$ cat config.mk
export PLATFORM = sky130hd
export DESIGN_NAME = alien_shot_scheduler
export DESIGN_NICKNAME = d
export VERILOG_FILES = /design/src/rtl/alien_shot_scheduler.sv
export SDC_FILE = /design/constraint.sdc
export NUM_CORES = 1
export LEC_CHECK = 0
export ABC_AREA = 0
export BUFFER_PORTS_ARGS = -buffer_cell sky130_fd_sc_hd__buf_2
export CAP_MARGIN = 20
export CORE_MARGIN = 1.5
export CORE_UTILIZATION = 55
export DETAILED_ROUTE_END_ITERATION = 10
export HOLD_SLACK_MARGIN = 0.03
export PLACE_DENSITY = 0.75
export REMOVE_ABC_BUFFERS = 1
export SLEW_MARGIN = 20
export SYNTH_ARGS = -nofsm -noshare
export SYNTH_HDL_FRONTEND = slang
export SYNTH_SLANG_ARGS = --single-unit
$ cat constraint.sdc
create_clock -name clk -period 4.46 [get_ports clk]
set_clock_uncertainty 0.1 [all_clocks]
set_input_delay 0.892 -clock clk [delete_from_list [all_inputs] [get_ports clk]]
set_output_delay 0.892 -clock clk [all_outputs]
set_load 0.01 [all_outputs]
$ cat src/rtl/alien_shot_scheduler.sv
// alien_shot_scheduler: picks when and from which alien column the next bomb drops.
// Pulses the random block, walks columns from the random start until a live one
// is found, then holds a req/ack fire request to the bomb-spawn logic.
// Rate-limited by a per-frame cooldown and a cap on bombs in flight.
// Optional feature macro: SHOT_SCHED_AIM_EN (aimed shots start at player_col).
module alien_shot_scheduler #(
  parameter int COL_BITS  = 3,
  parameter int RAND_BITS = 8,
  parameter int COOLDOWN  = 50,
  parameter int MAX_SHOTS = 3
) (
  input  logic                       clk,
  input  logic                       reset,
  input  logic                       startOfFrame,
  input  logic [RAND_BITS-1:0]       rand_val,
  input  logic [(1<<COL_BITS)-1:0]   alive_cols,
`ifdef SHOT_SCHED_AIM_EN
  input  logic [COL_BITS-1:0]        player_col,
`endif
  input  logic                       shot_done,
  input  logic                       fire_ack,
  output logic                       rand_rise,
  output logic                       fire_req,
  output logic [COL_BITS-1:0]        fire_col,
  output logic [2:0]                 shots_active
);

  localparam logic [7:0]        CD_RELOAD = 8'(COOLDOWN);
  localparam logic [2:0]        MAX_Q     = 3'(MAX_SHOTS);
  localparam logic [COL_BITS:0] LAST_CNT  = {1'b0, {COL_BITS{1'b1}}};

  typedef enum logic [2:0] {IDLE, RISE, WAIT, SEARCH, REQ} state_t;

  state_t                state_q, state_d;
  logic [7:0]            cool_q, cool_d;
  logic                  rand_rise_q;
  logic                  fire_req_q, fire_req_d;
  logic [COL_BITS-1:0]   fire_col_q, fire_col_d;
  logic [2:0]            shots_q, shots_d;
  logic [COL_BITS-1:0]   scan_col_q, scan_col_d;
  logic [COL_BITS:0]     scan_cnt_q, scan_cnt_d;
  logic [COL_BITS-1:0]   start_col;
  logic                  shot_inc, shot_dec;

  // Only the low column bits (and the aim flag) of the random value matter.
  logic unused_rand_bits;
  assign unused_rand_bits = ^rand_val[RAND_BITS-1:COL_BITS];

  // Search start column: random, or the player's column for an aimed shot.
`ifdef SHOT_SCHED_AIM_EN
  assign start_col = rand_val[RAND_BITS-1] ? player_col : rand_val[COL_BITS-1:0];
`else
  assign start_col = rand_val[COL_BITS-1:0];
`endif

  // Next-state logic for the shot FSM, cooldown and column search.
  always_comb begin
    state_d    = state_q;
    cool_d     = cool_q;
    fire_req_d = fire_req_q;
    fire_col_d = fire_col_q;
    scan_col_d = scan_col_q;
    scan_cnt_d = scan_cnt_q;
    unique case (state_q)
      IDLE: begin
        if (startOfFrame && cool_q != 8'd0) cool_d = cool_q - 8'd1;
        if (cool_q == 8'd0 && shots_q < MAX_Q) state_d = RISE;
      end
      RISE: state_d = WAIT;
      WAIT: begin
        scan_col_d = start_col;
        scan_cnt_d = '0;
        state_d    = SEARCH;
      end
      SEARCH: begin
        if (alive_cols[scan_col_q]) begin
          fire_col_d = scan_col_q;
          fire_req_d = 1'b1;
          state_d    = REQ;
        end else begin
          scan_col_d = scan_col_q + 1'b1;
          scan_cnt_d = scan_cnt_q + 1'b1;
          // Every column visited with nothing alive: give up this attempt.
          if (scan_cnt_q == LAST_CNT) begin
            cool_d  = CD_RELOAD;
            state_d = IDLE;
          end
        end
      end
      REQ: begin
        if (fire_ack) begin
          fire_req_d = 1'b0;
          cool_d     = CD_RELOAD;
          state_d    = IDLE;
        end
      end
      default: state_d = IDLE;
    endcase
  end

  // Bombs-in-flight counter: ack adds, shot_done removes, both cancel out.
  assign shot_inc = (state_q == REQ) && fire_ack;
  assign shot_dec = shot_done && (shots_q != 3'd0);
  always_comb begin
    shots_d = shots_q;
    if (shot_inc && !shot_dec && shots_q < MAX_Q) shots_d = shots_q + 3'd1;
    else if (shot_dec && !shot_inc)                 shots_d = shots_q - 3'd1;
  end

  // State registers; rand_rise is the registered image of the RISE state.
  always_ff @(posedge clk or posedge reset) begin
    if (reset) begin
      state_q     <= IDLE;
      cool_q      <= CD_RELOAD;
      rand_rise_q <= 1'b0;
      fire_req_q  <= 1'b0;
      fire_col_q  <= '0;
      shots_q     <= 3'd0;
      scan_col_q  <= '0;
      scan_cnt_q  <= '0;
    end else begin
      state_q     <= state_d;
      cool_q      <= cool_d;
      rand_rise_q <= (state_q == RISE);
      fire_req_q  <= fire_req_d;
      fire_col_q  <= fire_col_d;
      shots_q     <= shots_d;
      scan_col_q  <= scan_col_d;
      scan_cnt_q  <= scan_cnt_d;
    end
  end

  assign rand_rise    = rand_rise_q;
  assign fire_req     = fire_req_q;
  assign fire_col     = fire_col_q;
  assign shots_active = shots_q;

endmodule

==> flow_metrics.tcl <==
set metrics [dict create \
    synth_ff_type "dfrtp_1" \
    cts_buffers 3 \
    cts-resized-gates 0 \
    wire_per_inst_um 14.60 \
    rr_worst_depth 6 \
    root_buffer "clkbuf_4" \
    htreeDepth 1 \
    drive_gt1_frac 0.2033 \
    viasPerCell 6.160 \
    ff2ff_setup_slack_ns 1.66 \
    worstPathRequired_ns 4.60 \
    cts_tree "done" \
    min_period_ns 2.804 \
    hold_buffers 0 \
    track_usage 0.2189 \
    grt_max_degree 27 \
    cp_max_fo 18 \
    syn_avg_cell_area_um2 9.495 \
    rr_startpoint "state_q[0]$_DFFE_PP0P_" \
    post_cts_buffers 0 \
    p_per_area_nw_per_um2 720.7 \
    clockBufferDepth 2 \
    ioPinCount 29 \
    synth-seq-cells 26 \
    hold_viol 0 \
    cp.arrival_ns 2.94 \
    dieArea_um2 3141 \
    num_vias 1312 \
    final_max_slew_viol_count 0 \
    status "completed" \
    path_class "flip-flop to flip-flop" \
    drv_cap 0 \
    rsz0062_at_grt "false" \
    ant_nets 0 \
    power_mw 1.223 \
    period_share 0.6287 \
    clk-insertion-delay-late_ns 0.33 \
    synth_area_leaders "dfrtp_1, dfstp_2, o31ai_1" \
    vdd_drop_max_v 0.0004303 \
    p_leak_nw 0.7389 \
    drt_iter0_drc 45 \
    diodes 0 \
    synth_cell_types 42 \
    setup-tns-final_ns 0 \
    synth_enable_flop_cells 0 \
    worstMarginPinSlew_ns 0.9170 \
    grt.overflow.total 0 \
    grt_pass1_vias 1240 \
    antenna_found_initial 0 \
    final_nets 209 \
    synth_largest_area_cell "dfrtp_1" \
    hold_class "flip-flop to flip-flop" \
    core_um2 2710 \
    syn_area_um2 1548 \
    async_flop_share 1.000 \
    drt-pass1-iter-count 4 \
    crit_path_start "state_q[0]$_DFFE_PP0P_" \
    netlist.area_leader.share 0.3719 \
    fmax_ghz 0.3566 \
    layout_common_cells "dfrtp_1, buf_2, nand2_1, nor2_1, o21ai_0" \
    slew_headroom 0.3849 \
    rows 19 \
    fp.dieH_um 56.05 \
    hpwlAfterDp_um 2229 \
    r2r-end "shots_active[1]$_DFFE_PP0P_" \
    areaGrowthSynthToFinish_pct 9.620 \
    yosysSeqAreaShare 0.4228 \
    io_buffers 23 \
    clock-sinks 26 \
    die_w_um 56.05 \
    crit_end "shots_active[1]$_DFFE_PP0P_" \
    place_congestion 0.8713 \
    start_util 0.5711 \
    ys_warn_count 0 \
    setup_violations 0 \
    endpoint_kind "flip-flop" \
    drc 0 \
    syn_inst 163 \
    start_kind "flip-flop" \
    grt_pass1_wl_um 5437 \
    postRouteWirelength_um 3109 \
    clkTransAtPathRegs_ns 0.14 \
]
## logic make-up after synthesis
family,share of synthesized area
adder cells (fa/ha/maj),0.04527
flip-flops,0.4228
AO/OA/AOI/OAI,0.2118
AND/OR/NAND/NOR,0.1908
multiplexers,0.09458
buffers and inverters,0.03476
## synthesized netlist by cell type, types with 2 or more instances
cell,number
o21ai_0,13
a21oi_1,8
nor3b_1,2
a21o_1,2
inv_1,6
dfstp_2,3
a22o_1,4
nand2_1,15
dfrtp_1,23
and3_1,2
o22ai_1,5
clkbuf_1,7
nor2_1,15
nor3_1,4
nand4_1,2
or3_1,2
nor2b_1,2
o31ai_1,10
ha_1,4
a211oi_1,2
mux2_2,4
mux2i_1,3
nand2b_1,2
nand3_1,5
## how the worst min path moves through the flow
stage / depth (start not counted) / to / start / slack, ns
global route: 1 / cool_q[7]$_DFFE_PP0P_ / cool_q[7]$_DFFE_PP0P_ / 0.43
floorplan: 1 / cool_q[7]$_DFFE_PP0P_ / cool_q[7]$_DFFE_PP0P_ / 0.35
CTS: 1 / cool_q[7]$_DFFE_PP0P_ / cool_q[7]$_DFFE_PP0P_ / 0.40
detailed placement: 1 / fire_req$_DFFE_PP0P_ / fire_req$_DFFE_PP0P_ / 0.38
global placement: 1 / fire_req$_DFFE_PP0P_ / fire_req$_DFFE_PP0P_ / 0.35
finish: 1 / cool_q[7]$_DFFE_PP0P_ / cool_q[7]$_DFFE_PP0P_ / 0.40
## final cells by class
class / count / area (µm²)
Fill cell: 241 / 1013
Clock buffer: 4 / 26.28
Multi-Input combinational cell: 123 / 839.6
Sequential cell: 26 / 654.4
Inverter: 6 / 22.52
Tap cell: 31 / 38.79
Timing Repair Buffer: 23 / 115.1
## state kept, by name, indices dropped and copies added, names as in the netlist
signal,count
rand_rise,1
cool_q,8
scan_cnt_q,4
state_q,3
scan_col_q,3
shots_active,3
fire_col,3
fire_req,1
## per-layer routing
metal  track usage  up-vias  wire length (µm)
met4        0.1020        0                65
met1        0.2629      629              1413
met5             0        -                 0
li1              -      651                 -
met2        0.3899       27              1523
met3       0.02326        5               106
## worst max-delay path, cell delays in order (launching register included)
cell	delay [ns]
dfrtp_1	0.59
nand4bb_1	0.51
or3_1	0.48
fa_1	0.49
nor3_1	0.19
nor2_1	0.08
o311a_1	0.28
## report_power, final
| group | switching, mW | internal (mW) | leakage [nW] | total, mW |
|---|---|---|---|---|
| Sequential | 0.153 | 0.349 | 0.316 | 0.502 |
| Clock | 0.0693 | 0.0351 | 0.0150 | 0.104 |
| Combinational | 0.337 | 0.279 | 0.408 | 0.616 |
## through the flow
stage,hold slack [ns],utilization,instances,instance area (µm²),setup WS (ns)
final,0.3982,0.6260,213,1697,1.656
after global routing,0.4279,0.6260,213,1697,1.479
after CTS,0.4007,0.6260,213,1697,1.669
after detailed placement,0.3823,0.6163,209,1670,1.391
after global placement,0.3541,0.6163,209,1670,1.466
after floorplan,0.3517,-,155,1516,1.704
Note: power is estimated with default switching activity, not from simulation.
